### config.mk
export PLATFORM = sky130hd
export DESIGN_NAME = mw_stage_ldext
export DESIGN_NICKNAME = d
export VERILOG_FILES = /design/src/rtl/mips_pkg.sv /design/src/rtl/mw_stage_ldext_load_ext.sv /design/src/rtl/mw_stage_ldext.sv
export SDC_FILE = /design/constraint.sdc
export NUM_CORES = 1
export LEC_CHECK = 0
export ABC_CLOCK_PERIOD_IN_PS = 2800
export BUFFER_PORTS_ARGS = -buffer_cell sky130_fd_sc_hd__buf_2
export CELL_PAD_IN_SITES_DETAIL_PLACEMENT = 0
export CELL_PAD_IN_SITES_GLOBAL_PLACEMENT = 1
export CORE_MARGIN = 10
export CORE_UTILIZATION = 35
export CTS_CLUSTER_DIAMETER = 200
export CTS_CLUSTER_SIZE = 24
export DETAILED_ROUTE_END_ITERATION = 10
export GPL_TIMING_DRIVEN = 0
export MAX_ROUTING_LAYER = met4
export PLACE_DENSITY_LB_ADDON = 0.1
export SLEW_MARGIN = 20
export SYNTH_ARGS = -nofsm -noshare
export SYNTH_HDL_FRONTEND = slang
export SYNTH_HIERARCHICAL = 1
export SYNTH_SLANG_ARGS = --single-unit
### constraint.sdc
create_clock -name clk -period 2.8 [get_ports clk]
set_input_delay 0.14 -clock clk [delete_from_list [all_inputs] [get_ports clk]]
set_output_delay 0.14 -clock clk [all_outputs]
set_load 0.02 [all_outputs]
### src/rtl/mips_pkg.sv
// Shared definitions for the 5-stage MIPS core.
//   LOAD_*   : load-type encodings carried down the pipeline (5-7 reserved, treated as LW)
//   WDSEL_*  : GRF write-data source select (3 reserved, treated as ALU)
//   PC_RESET : text base, reset/flush value of the W-stage PC
package mips_pkg;

  localparam logic [2:0] LOAD_LW  = 3'd0;
  localparam logic [2:0] LOAD_LBU = 3'd1;
  localparam logic [2:0] LOAD_LB  = 3'd2;
  localparam logic [2:0] LOAD_LHU = 3'd3;
  localparam logic [2:0] LOAD_LH  = 3'd4;

  localparam logic [1:0] WDSEL_ALU  = 2'd0;
  localparam logic [1:0] WDSEL_LOAD = 2'd1;
  localparam logic [1:0] WDSEL_PC8  = 2'd2;

  localparam logic [31:0] PC_RESET = 32'h0000_3000;

endpackage

### src/rtl/mw_stage_ldext_load_ext.sv
// load_ext: combinational load-data extractor.
// Ports:
//   word     in  32  raw data-memory word
//   addr     in  2   low address bits (byte offset within the word)
//   loadop   in  3   load type (mips_pkg LOAD_*)
//   data     out 32  extracted, sign/zero-extended load data
//   misalign out 1   address not aligned to the access size
// Misaligned accesses still return word-aligned data: LW ignores addr,
// halves use addr[1] only.
module load_ext
  import mips_pkg::*;
(
  input  logic [31:0] word,
  input  logic [1:0]  addr,
  input  logic [2:0]  loadop,
  output logic [31:0] data,
  output logic        misalign
);

  logic [7:0]  byte_sel;
  logic [15:0] half_sel;

  // Little-endian lane selection.
  always_comb begin
    // NOTE: every output of a combinational block gets a default first so no latch is inferred.
    byte_sel = word[7:0];
    unique case (addr)
      2'd0: byte_sel = word[7:0];
      2'd1: byte_sel = word[15:8];
      2'd2: byte_sel = word[23:16];
      2'd3: byte_sel = word[31:24];
    endcase
    half_sel = addr[1] ? word[31:16] : word[15:0];
  end

  always_comb begin
    data     = word;
    misalign = 1'b0;
    case (loadop)
      LOAD_LBU: data = {24'd0, byte_sel};
      LOAD_LB:  data = {{24{byte_sel[7]}}, byte_sel};
      LOAD_LHU: begin
        data     = {16'd0, half_sel};
        misalign = addr[0];
      end
      LOAD_LH: begin
        data     = {{16{half_sel[15]}}, half_sel};
        misalign = addr[0];
      end
      // LW and the reserved encodings pass the word through.
      default: begin
        data     = word;
        misalign = (addr != 2'd0);
      end
    endcase
  end

endmodule

### src/rtl/mw_stage_ldext.sv
// mw_stage_ldext: MEM->WB pipeline register plus writeback data path.
// Ports:
//   clk, reset        clock; synchronous active-high reset
//   en                capture enable (0 = hold/stall)
//   clr               synchronous bubble insert, priority over en
//   alu_M, dm_M, pc_M ALU result/address, raw DM word, PC from M
//   rd_M, regwrite_M  destination register and its write enable
//   loadop_M, wdsel_M load type and write-data source
//   pc_W, rd_W        registered PC and destination
//   regwrite_W        effective GRF write enable ($0 never written)
//   wd_W              GRF write data, combinational from W registers
//   misalign_W        load address misaligned for its size (LOAD select only)
module mw_stage_ldext
  import mips_pkg::*;
#(
  parameter int          DW       = 32,
  parameter logic [31:0] PC_RESET = mips_pkg::PC_RESET
) (
  input  logic          clk,
  input  logic          reset,
  input  logic          en,
  input  logic          clr,
  input  logic [DW-1:0] alu_M,
  input  logic [DW-1:0] dm_M,
  input  logic [DW-1:0] pc_M,
  input  logic [4:0]    rd_M,
  input  logic          regwrite_M,
  input  logic [2:0]    loadop_M,
  input  logic [1:0]    wdsel_M,
  output logic [DW-1:0] pc_W,
  output logic [4:0]    rd_W,
  output logic          regwrite_W,
  output logic [DW-1:0] wd_W,
  output logic          misalign_W
);

  logic [DW-1:0] alu_r;
  logic [DW-1:0] dm_r;
  logic [DW-1:0] pc_r;
  logic [4:0]    rd_r;
  logic          regwrite_r;
  logic [2:0]    loadop_r;
  logic [1:0]    wdsel_r;

  logic [DW-1:0] load_data;
  logic          load_misalign;

  // Reset and bubble share one path: a bubble must look exactly like reset.
  always_ff @(posedge clk) begin
    // NOTE: sequential state uses non-blocking assignments so all registers update together.
    if (reset || clr) begin
      alu_r      <= '0;
      dm_r       <= '0;
      pc_r       <= PC_RESET;
      rd_r       <= '0;
      regwrite_r <= 1'b0;
      loadop_r   <= LOAD_LW;
      wdsel_r    <= WDSEL_ALU;
    end else if (en) begin
      alu_r      <= alu_M;
      dm_r       <= dm_M;
      pc_r       <= pc_M;
      rd_r       <= rd_M;
      regwrite_r <= regwrite_M;
      loadop_r   <= loadop_M;
      wdsel_r    <= wdsel_M;
    end
  end

  load_ext u_load_ext (
    .word     (dm_r),
    .addr     (alu_r[1:0]),
    .loadop   (loadop_r),
    .data     (load_data),
    .misalign (load_misalign)
  );

  always_comb begin
    wd_W = alu_r;
    unique case (wdsel_r)
      WDSEL_LOAD: wd_W = load_data;
      WDSEL_PC8:  wd_W = pc_r + DW'(8);
      default:    wd_W = alu_r;
    endcase
  end

  assign pc_W       = pc_r;
  assign rd_W       = rd_r;
  assign regwrite_W = regwrite_r && (rd_r != 5'd0);
  assign misalign_W = load_misalign && (wdsel_r == WDSEL_LOAD);

endmodule

* After elaboration in Yosys (flattened, before gate mapping) *
Cells that the tools add are included.

word-level totals
  input bits = 111
  output and inout bits = 71
  logic and storage cells = 30
  register bits = 107

cells by class
  muxes and demuxes = 5
  reduce and logical (&&, ||, !) cells = 8
  add/subtract/negate cells = 1
  equality and inequality tests = 9

operators with widths
  operator                 count
  $pmux W32 S4             1
  $pmux W32 S2             1
  $add A32 B4 Y32 const B  1
  $pmux W8 S4              1
  $mux W16                 1
  $eq A2 B2 Y1 const B     3
  $eq A3 B2 Y1 const B     2
  $reduce_bool A5 Y1       1
  $eq A2 B1 Y1 const B     2
  $reduce_or A2 Y1         2
  $eq A3 B1 Y1 const B     1
  $eq A3 B3 Y1 const B     1
  $logic_and A1 B1 Y1      2
  $logic_not A2 Y1         1
  $pmux W1 S2              1
  $reduce_bool A2 Y1       1
  $logic_or A1 B1 Y1       1

* Logic depth before layout (Yosys ltp) *
Gate-level depths: netlist (run 1).

  depth after elaboration = 4
  depth in mapped cells = 9
  mapped depth without buffers = 7

* By module *
The synthesis (run 1) kept the hierarchy.

by module, submodules not included
  module          area each (µm²)  seq. area each (µm²)  cells an instance  instances
  mw_stage_ldext  4888.4           2142.1                534                1
  load_ext        882.1            0.0                   111                1

* Worst setup path before layout (run 1) *
OpenSTA, ideal clock, no wires.

  kind = register -> output
  start point = reg pc_r[16], in the netlist pc_W[16]
  end point = out wd_W[31]
  stages on the path, launching flop included = 6
  path slack = 392 ps
  data required time = 2660 ps
  data arrival time = 2268 ps
  buffers on the path = 0
  path through = dfxtp_1 nand4_2 nor4_2 nand3_1 or3_1 a311oi_1

on the way
  cells in the longest elaborated chain, start to end = 2

ends and longest elaborated chain
  item                    RTL line              text
  start, declared         mw_stage_ldext.sv:39  logic [DW-1:0] pc_r;
  start signal, assigned  mw_stage_ldext.sv:62  pc_r <= pc_M;
  $add A32 B4 Y32         mw_stage_ldext.sv:82  WDSEL_PC8: wd_W = pc_r + DW'(8);
  $pmux W32 S2            mw_stage_ldext.sv:80  unique case (wdsel_r)
  end, declared           mw_stage_ldext.sv:33  output logic [DW-1:0] wd_W,

Every way passes these cells.

* Final worst setup path (run 1) *
  start point = reg alu_r[1]
  end point = out wd_W[10]

on the way
  cells in the longest elaborated chain, start to end = 4
  elaborated cells between the ends (all ways) = 8
  those cells by class = eq/ne: 3; mux: 4; reduce/logical: 1

ends and longest elaborated chain
  item                                  RTL line                       text
  start, declared                       mw_stage_ldext.sv:37           logic [DW-1:0] alu_r;
  start signal, assigned                mw_stage_ldext.sv:60           alu_r <= alu_M;
  $eq A2 B2 Y1 (tied with other cells)  mw_stage_ldext_load_ext.sv:27  unique case (addr)
  $pmux W8 S4                           mw_stage_ldext_load_ext.sv:27
  $pmux W32 S4 *                        mw_stage_ldext_load_ext.sv:39  case (loadop)
  net load_data[10]                     mw_stage_ldext.sv:45           logic [DW-1:0] load_data;
  $pmux W32 S2 *                        mw_stage_ldext.sv:80

The timed path passes the listed nets; every way through them passes the cells marked *.

==> summary.txt, run 1 <==
Clock tree
  • CTS sink count: 107
  • CTS tree: built
  • Clock Latency Late Sink: 0.36 ns
  • TritonCTS buffer count: 9
  • Clock transition at path regs: 0.07 ns
  • Deepest clock path buffer count: 2
  • H-tree depth reported by CTS: 3
  • Root Driver: clkbuf_16

Logic synthesis
  • Mapped Nets: 759
  • Asr flop ratio synth: 0%
  • #FFs+latches synth: 107
  • Netlist cell types: 52
  • Most common flop cell mapped by yosys: dfxtp_1
  • Gate Count Post-Synth: 645
  • Yosys warning total: 6
  • Cell Area, Synth: 5770 um2
  • Sequential fraction of the synthesis area: between 30% and 40%
  • Number of flops mapped to enable cells by yosys: 0
  • Synthesized area per cell: 8.95 um2

Floorplanning
  • Core Region: 16000 um2
  • Chip width: 148 um
  • Starting Density: 36.1%
  • # IOs: 182
  • Die area: between 20000 and 25000 um2
  • DIE HEIGHT: around 150 um
  • Row cnt: 46

Global route
  • Largest net degree at the start of global routing: 18
  • First-pass GRT wire length: approximately 33000 um
  • Tot GR Track Use: 19.9%
  • Grt total ovfl: 0
  • Initial antenna violation count: 0
  • Number of global-route vias before repair: 5681

Hold path
  • Hold_sp: alu_M[22]
  • Worst min path class: in2reg

Finish
  • Final non-filler cell area: 7400 um2
  • Nets: 955
  • Final Util: between 40% and 50%
  • Area delta synth->final: 28.2%
  • Number of antenna diodes: 0
  • Share of cells above drive strength 1: 30.4%
  • Post-Layout Cell Count: 1062

Placement
  • Dpl ws: 0.325 ns
  • Dpl cell area: 6940 um2
  • DP Cell Count: 1041
  • Final HPWL DP: between 15000 and 20000 um
  • Number of port buffers: 180
  • Final Wtd Congestion: 0.883

Setup path
  • Worst r2r src: pc_W[12]$_SDFFE_PP1P_
  • CP required: 2.66 ns
  • Worst Setup Path Type: reg2out
  • CP Capture Type: output pin
  • Worst-path maximum fanout: 8
  • CP startpoint: alu_r[1]$_SDFFE_PP0P_
  • Arrival time of the worst setup path: 2.61 ns
  • Startpoint types: register

Routing
  • WL per Instance: 20.6 um
  • Vias/cell: between 5 and 6
  • Drt first pass iters: 5
  • DRT Wirelength: ~22000 um
  • Post-DRT Antenna Nets: 0
  • Drt initial violations: 311
  • Via count: 5504
  • DRC viols: 0

Power and ir drop
  • Worst VDD drop: 0.294 mV
  • Power, Total: 3.51 mW
  • LEAKAGE: 3.48 nW
  • Pwr per Cell Area: 474 nW/um2

STA
  • Final Cycle Share: 98.4%
  • Setup TNS: 0 ns
  • Unrepaired setup endpoints after global routing: yes
  • Final worst slack: 0.0454 ns
  • Minimum clock period: between 2 and 3 ns
  • Fmax: 0.363 GHz
  • Hold slack: 0.0145 ns
  • Final number of setup-violating endpoints: 0
  • Worst Tran Pin Value: a little over 1 ns
  • Setup Skew: 0 ns
  • Worst slew margin: approximately a third
  • Final-report max-slew violation count: 0
  • Final hold viol count: 0

Status
  • Status: complete, no violations

Flow run
  • Max-cap violation count: 0
## cell usage in the layout, fill, tap and decap left out, drive strengths merged, types with 4 or more instances in the layout
master | synthesis | layout
nor2 | 111 | 111
o21ai | 31 | 31
a221oi | 5 | 5
clkbuf | 25 | 40
a221o | 7 | 7
nand4 | 8 | 8
buf | 23 | 201
mux4 | 8 | 8
nor3 | 5 | 5
a22oi | 29 | 29
mux2i | 108 | 108
nor4 | 5 | 5
a21o | 16 | 16
and4 | 4 | 4
nand2 | 51 | 51
a21oi | 11 | 11
xor2 | 9 | 9
dfxtp | 107 | 107
nand3 | 8 | 8
a32oi | 7 | 7
o221ai | 4 | 4
nor2b | 6 | 6
inv | 12 | 13
xnor2 | 18 | 18
## final cells by class
| type | instances | area (um2) |
|---|---|---|
| Fill cell | 1695 | 8600 |
| Multi-Input combinational cell | 478 | 3450 |
| Sequential cell | 107 | 2150 |
| Timing Repair Buffer | 185 | 948 |
| Tap cell | 216 | 270 |
| Clock buffer | 11 | 243 |
| Buffer | 48 | 228 |
| Clock inverter | 5 | 61.3 |
| Inverter | 12 | 45.0 |
## synthesized netlist by cell type, types with 3 or more instances
cell type  count  area (um2)
nand3_1        8        40.0
a221oi_1       4        35.0
o21ai_1        9        45.0
nand2_1       50         188
clkbuf_1      25        93.8
a21oi_1       11        55.1
nor2_1       110         413
a32oi_1        7        61.3
nor3_1         5        25.0
o221ai_1       4        35.0
buf_2         11        55.1
mux2i_1      108        1080
and2_1         3        18.8
buf_1         10        37.5
nor4_1         3        18.8
o21ai_0       21         105
and3_1         3        18.8
dfxtp_1      107        2140
mux4_2         8         180
inv_1         12        45.0
nand4_1        7        43.8
a21o_1        16         120
xor2_1         9        78.8
a22oi_1       29         218
nand2b_1       3        18.8
xnor2_1       18         158
nor2b_1        6        37.5
ha_1           3        37.5
and4_1         4        35.0
a221o_1        7        70.1
## worst paths after layout
check / to / slack, ns / depth (start not counted)
max reg2reg: pc_W[12]$_SDFFE_PP1P_ / 1.58 / 3
max: wd_W[10] / 0.05 / 9
min reg2reg: alu_r[7]$_SDFFE_PP0P_ / 0.49 / 2
min: alu_r[22]$_SDFFE_PP0P_ / 0.01 / 3
## power breakdown
part	internal, mW	switching, mW
sequential	1.57	0.0598
combinational	0.239	0.313
clock	0.724	0.601
## layer usage
layer  vias to the layer above  part of all wire [%]  global-route usage (%)
met4                         0                   2.1                    6.79
met5                         -                     0                       -
met3                        28                   5.1                    3.52
met1                      2606                    47                    25.9
met2                       184                    46                    30.4
li1                       2686                     -                       -
## worst max-delay path, cell delays in order (launching register included)
cell      delay, ns
dfxtp_4        0.37
buf_6          0.14
nand2b_1       0.18
nand2_1        0.08
a221o_2        0.44
buf_4          0.17
a221o_1        0.36
a22oi_1        0.19
o21ai_0        0.14
buf_2          0.18
## timing repair
action                                  in CTS  in global routing
endpoints found under the setup margin       7                 22
hold endpoints to repair                     2                  0
buffers inserted                             0                  2
hold buffers                                 3                  0
pin swaps                                    0                  4
resized for setup                            5                 39
## flip-flops by register name, summed over array words and instances (netlist names)
signal and cells:
pc_W 32, loadop_r 3, rd_W 5, wdsel_r 2, alu_r 32, dm_r 32
regwrite_r 1
## cell families (layout without fill, tap and decap cells)
group,after synthesis,after routing,share of synthesized area (%)
flip-flops,107,107,37.1
AO/OA/AOI/OAI,117,117,14.5
XOR/XNOR,27,27,4.10
AND/OR/NAND/NOR,214,214,17.1
adder cells (fa/ha/maj),3,3,0.651
multiplexers,117,117,22.1
buffers and inverters,60,261,4.40
Power figures use the tool's default switching activity.
==> inputs of run 2 (changes only) <==
--- a/config.mk
+++ b/config.mk
@@ -10,7 +10,7 @@
 export CELL_PAD_IN_SITES_DETAIL_PLACEMENT = 0
 export CELL_PAD_IN_SITES_GLOBAL_PLACEMENT = 1
 export CORE_MARGIN = 10
-export CORE_UTILIZATION = 35
+export CORE_UTILIZATION = 38
 export CTS_CLUSTER_DIAMETER = 200
 export CTS_CLUSTER_SIZE = 24
 export DETAILED_ROUTE_END_ITERATION = 10
==> run 2 against run 1 <==
Clock power down 8%. Clock skew is the same. Via count barely moved. First-iteration DRC count decreased by 7.1%. Hold slack worse by 0.0026 ns. Register-to-register slack worse by 0.03 ns. Non-clock buffer count grew 4. Critical path type unchanged.
==> summary.txt, run 2 (synthesis gave the netlist of run 1 again) <==
Clock tree
  • CTS tree: built
  • H-tree depth reported by CTS: 3
  • Clock Latency Late Sink: about 0.36 ns
  • Root Driver: clkbuf_16
  • Clock transition at path regs: ~0.08 ns
  • Deepest clock path buffer count: 2
  • TritonCTS buffer count: 9
  • CTS sink count: 107

Routing
  • Post-DRT Antenna Nets: 0
  • Drt initial violations: 289
  • DRT Wirelength: 21100 um
  • WL per Instance: just over 20 um
  • Vias/cell: 5.32
  • Drt first pass iters: 4
  • Via count: 5503
  • DRC viols: 0

Global route
  • Grt total ovfl: 0
  • Initial antenna violation count: 0
  • Number of global-route vias before repair: 5527
  • First-pass GRT wire length: around 32000 um
  • Largest net degree at the start of global routing: 18
  • Tot GR Track Use: 20.6%

STA
  • Final worst slack: 0.0812 ns
  • Final number of setup-violating endpoints: 0
  • Fmax: 0.368 GHz
  • Worst slew margin: 36.7%
  • Unrepaired setup endpoints after global routing: yes
  • Hold slack: 0.0119 ns
  • Final hold viol count: 0
  • Setup Skew: 0 ns
  • Worst Tran Pin Value: 0.950 ns
  • Final Cycle Share: 97.1%
  • Minimum clock period: 2.72 ns
  • Setup TNS: 0 ns
  • Final-report max-slew violation count: 0

Power and ir drop
  • Sw frac: 28.5%
  • Pwr per Cell Area: 461 nW/um2
  • Worst VDD drop: 0.291 mV
  • Combinational share of power: 16.2%
  • Clock share of power: 35.6%
  • LEAKAGE: 3.49 nW
  • P_int: about 2.4 mW
  • Power, Total: 3.39 mW
  • Net Sw Power: 964 uW
  • Reg power frac: between 40% and 50%

Hold path
  • Worst min path class: in2reg

Floorplanning
  • Row cnt: 44
  • Starting Density: between 30 and 40%
  • Core Region: 14700 um2
  • Die area: 20500 um2
  • DIE HEIGHT: ~140 um
  • # IOs: 182
  • Chip width: 143 um

Finish
  • Share of cells above drive strength 1: between 20% and 30%
  • Number of antenna diodes: 0
  • Most common cell after layout, fill and taps aside: buf_2
  • Nets: 959
  • Fill cells: roughly 1500
  • Area delta synth->final: 27.3%
  • Most frequent cells in the layout: buf_2, nor2_1, mux2i_1, dfxtp_1, nand2_1

Placement
  • Final HPWL DP: 16800 um
  • Final Wtd Congestion: 0.888
  • Number of port buffers: 180
  • Dpl ws: approximately 0.30 ns

Setup path
  • Arrival time of the worst setup path: ~2.6 ns
  • Worst Setup Path Type: reg2out
  • Worst-path maximum fanout: 10
  • CP Capture Type: output pin
  • Startpoint types: register
  • CP required: approximately 2.7 ns

Status
  • Status: complete, no violations

Flow run
  • Max-cap violation count: 0
-- run 2: path summary, 6_finish.rpt --
kind              slack, ns                  start  cells past startpoint                     to
setup / recovery       0.08  alu_r[1]$_SDFFE_PP0P_                     10               wd_W[28]
hold / removal         0.01                pc_M[8]                      3   pc_W[8]$_SDFFE_PP0P_
setup reg to reg       1.55  pc_W[12]$_SDFFE_PP1P_                      3  pc_W[12]$_SDFFE_PP1P_
hold reg to reg        0.50  alu_r[8]$_SDFFE_PP0P_                      2  alu_r[8]$_SDFFE_PP0P_
-- run 2: power groups by stage --
stage	sequential [mW]	combinational, mW	clock [mW]
2_1_floorplan	1.67	0.309	0
3_3_place_gp	1.66	0.527	0
3_5_place_dp	1.67	0.534	0
4_1_cts	1.63	0.544	1.24
5_1_grt	1.64	0.597	1.31
6_report	1.63	0.548	1.21
-- run 2: worst max-delay path, cell delays in order, from the launching register on --
cell	delay, ns
dfxtp_2	0.36
buf_6	0.15
mux4_2	0.55
nand2_4	0.14
o21ai_4	0.10
buf_6	0.15
a21o_1	0.17
a21oi_2	0.18
nor2b_2	0.18
a221oi_2	0.04
buf_2	0.19
-- run 2: cell type report --
cell class                      count  area [um2]  area share, %
Inverter                           12        45.0          0.613
Sequential cell                   107        2150           29.3
Buffer                             47         221           3.02
Tap cell                          184         230           3.13
Clock buffer                       11         233           3.17
Timing Repair Buffer              190         991           13.5
Clock inverter                      5        36.3          0.494
Multi-Input combinational cell    478        3440           46.8
-- run 2: metrics by stage --
step	instances	instance area [um2]	util (%)
6_report	1034	7340	50.0
5_1_grt	1034	7340	50.0
4_1_cts	1033	7260	49.4
3_5_place_dp	1009	6900	47.0
3_3_place_gp	1009	6900	47.0
2_1_floorplan	645	5770	-
-- run 2: routing by layer --
| layer | track usage [%] | part of all wire [%] | vias to the layer above | wire (um) |
|---|---|---|---|---|
| met5 | - | 0 | - | 0 |
| li1 | - | - | 2701 | - |
| met2 | 32.7 | 47 | 167 | 9990 |
| met4 | 4.78 | 1.0 | 0 | 218 |
| met3 | 4.71 | 5.4 | 12 | 1130 |
| met1 | 26.2 | 46 | 2623 | 9770 |
-- run 2: what timing repair did --
action / in CTS / in global routing
pin swaps: 0 / 4
setup endpoints to repair: 11 / 27
hold buffers: 6 / 0
endpoints found under the hold margin: 4 / 0
setup buffers: 2 / 2
gates resized for setup: 2 / 31
==> inputs of run 3 (changes only) <==
--- a/config.mk
+++ b/config.mk
@@ -10,7 +10,8 @@
 export CELL_PAD_IN_SITES_DETAIL_PLACEMENT = 0
 export CELL_PAD_IN_SITES_GLOBAL_PLACEMENT = 1
 export CORE_MARGIN = 10
-export CORE_UTILIZATION = 38
+export CORE_UTILIZATION = 39
+export CTS_BUF_LIST = sky130_fd_sc_hd__clkbuf_8
 export CTS_CLUSTER_DIAMETER = 200
 export CTS_CLUSTER_SIZE = 24
 export DETAILED_ROUTE_END_ITERATION = 10
==> run 3 against run 2 <==
Count of clock-buffer cells in the layout fell by 1. Routed wire length rose by 3.3%. Register-to-register slack better by 0.04 ns. Sequential share of layout area fell by 2.8 points. Sequential power barely moved. Setup slack gained 0.020 ns. Critical path depth down 2. Critical path type unchanged. Fmax up 0.75%. Global-route usage grew 1.2 points. Non-clock buffer count increased by 88. Utilization increased by 6.3 points. Via count up 5.9%.
==> summary.txt, run 3 (synthesis gave the netlist of run 1 again) <==
STA
  • Final worst slack: 0.101 ns
  • Fmax: 0.371 GHz
  • Final-report max-slew violation count: 0
  • Final number of setup-violating endpoints: 0
  • Minimum clock period: roughly 2.7 ns
  • Unrepaired setup endpoints after global routing: yes
  • Final hold viol count: 0
  • Worst Tran Pin Value: roughly 0.96 ns
  • Final Cycle Share: 96.4%
  • Setup Skew: 0 ns
  • Worst slew margin: 35.9%

Clock tree
  • TritonCTS buffer count: 9
  • CTS tree: built
  • Deepest clock path buffer count: 2
  • H-tree depth reported by CTS: 3
  • Root Driver: clkbuf_8
  • Clock transition at path regs: about 0.10 ns
  • CTS sink count: 107
  • Clock Latency Late Sink: 0.38 ns

Setup path
  • Crit-path max cell delay: 0.56 ns
  • Worst-path maximum fanout: 8
  • CP Capture Type: output pin
  • Arrival time of the worst setup path: ~2.6 ns
  • Startpoint types: register
  • CP max stage cell: mux4_2
  • Worst Setup Path Type: reg2out
  • CP required: 2.66 ns
  • Critical path, cell by cell: buf_6 > mux4_2 > nand2_4 > o21ai_1 > a221o_1 > a221oi_2 > a21oi_1 > buf_2

Placement
  • Dpl ws: 0.342 ns
  • Final HPWL DP: 16800 um
  • Final Wtd Congestion: between 0.9 and 1
  • Dpl cell area: 6900 um2
  • Number of port buffers: 180

Global route
  • First-pass GRT wire length: around 34000 um
  • Number of global-route vias before repair: 6010
  • Tot GR Track Use: 21.8%
  • Initial antenna violation count: 0
  • Grt total ovfl: 0
  • Largest net degree at the start of global routing: 19

Routing
  • Drt initial violations: 311
  • DRT Wirelength: 21800 um
  • WL per Instance: 19.4 um
  • Via count: 5827
  • Post-DRT Antenna Nets: 0
  • DRC viols: 0
  • Vias/cell: 5.19
  • Drt first pass iters: 5

Finish
  • Most frequent cells in the layout: buf_2, nor2_1, mux2i_1, dfxtp_1, dlygate4sd3_1
  • Area delta synth->final: 41.8%
  • Nets: 1047
  • Share of cells above drive strength 1: 29.0%
  • Fill cells: 1355
  • Final non-filler cell area: 8180 um2
  • Most common cell after layout, fill and taps aside: buf_2
  • Number of antenna diodes: 0

Floorplanning
  • Chip width: 142 um
  • Core Region: 14500 um2
  • Row cnt: 44
  • # IOs: 182
  • Starting Density: 39.7%
  • DIE HEIGHT: 142 um
  • Die area: 20100 um2

Power and ir drop
  • Pwr per Cell Area: 393 nW/um2
  • Worst VDD drop: approximately 0.21 mV
  • Power, Total: 3.21 mW
  • LEAKAGE: about 3.8 nW

Status
  • Status: complete, no violations

Hold path
  • Worst min path class: in2reg

Flow run
  • Max-cap violation count: 0
-- run 3: cell count changes in the layout (fill, tap and decap cells not counted), moves of 2 or more --
cell           delta
buf_2             -2
dfxtp_1           -8
clkbuf_2          +2
dlygate4sd3_1    +85
dfxtp_2           +7
clkbuf_1          -4
clkbuf_16         -9
clkbuf_8         +10
buf_4             +6
-- run 3: worst max-delay path: cells and delay by family, from the launching register on --
| family | cells | cell delay [ns] |
|---|---|---|
| flops | 1 | 0.36 |
| buf+inv | 2 | 0.32 |
| compound gates | 4 | 0.78 |
| mux | 1 | 0.56 |
| simple gates | 1 | 0.15 |
-- run 3: power by group --
| part | switching [mW] | internal [mW] | total, mW |
|---|---|---|---|
| clock | 0.573 | 0.358 | 0.931 |
| combinational | 0.329 | 0.322 | 0.651 |
| sequential | 0.0600 | 1.57 | 1.63 |
| total | 0.962 | 2.25 | 3.21 |
-- run 3: area by class of cell --
cell class | instances | area (um2) | area share [%]
timing repair buffer | 278 | 1870 | 22.8
tap | 184 | 230 | 2.81
buffer | 47 | 226 | 2.77
clock buffer | 10 | 138 | 1.68
sequential | 107 | 2160 | 26.4
inverter | 12 | 45.0 | 0.550
multi-input combinational | 478 | 3470 | 42.4
clock inverter | 6 | 47.5 | 0.581
-- run 3: final timing paths --
path                           end             startpoint  slack [ns]  cells after the start
max                        wd_W[8]  alu_r[1]$_SDFFE_PP0P_        0.10                      8
min          dm_r[28]$_SDFFE_PP0P_               dm_M[28]       0.009                      3
max reg2reg  pc_W[13]$_SDFFE_PP1P_  pc_W[13]$_SDFFE_PP1P_        1.59                      3
min reg2reg  alu_r[8]$_SDFFE_PP0P_  alu_r[8]$_SDFFE_PP0P_        0.51                      2
-- run 3: through the flow --
stage	util (%)	instances	hold slack, ns	TNS, ns
2_1_floorplan	-	645	0.237	0
3_3_place_gp	47.5	1009	0.343	0
3_5_place_dp	47.5	1009	0.342	0
4_1_cts	55.3	1116	0.0000751	0
5_1_grt	56.3	1122	0.00332	-0.00836
6_report	56.3	1122	0.00903	0
-- run 3: repair_timing --
item / 4_1_cts / 5_1_grt
pin swaps: 0 / 7
buffers inserted: 0 / 7
gates resized for setup: 10 / 45
hold buffers: 91 / 0
endpoints found under the hold margin: 89 / 0
setup endpoints to repair: 11 / 28
-- run 3: layer usage --
metal  track usage [%]  routed length [um]
met1              28.2               10000
met2              34.9               10400
met3              3.44                1130
met4              5.54                 270
met5                 -                   0
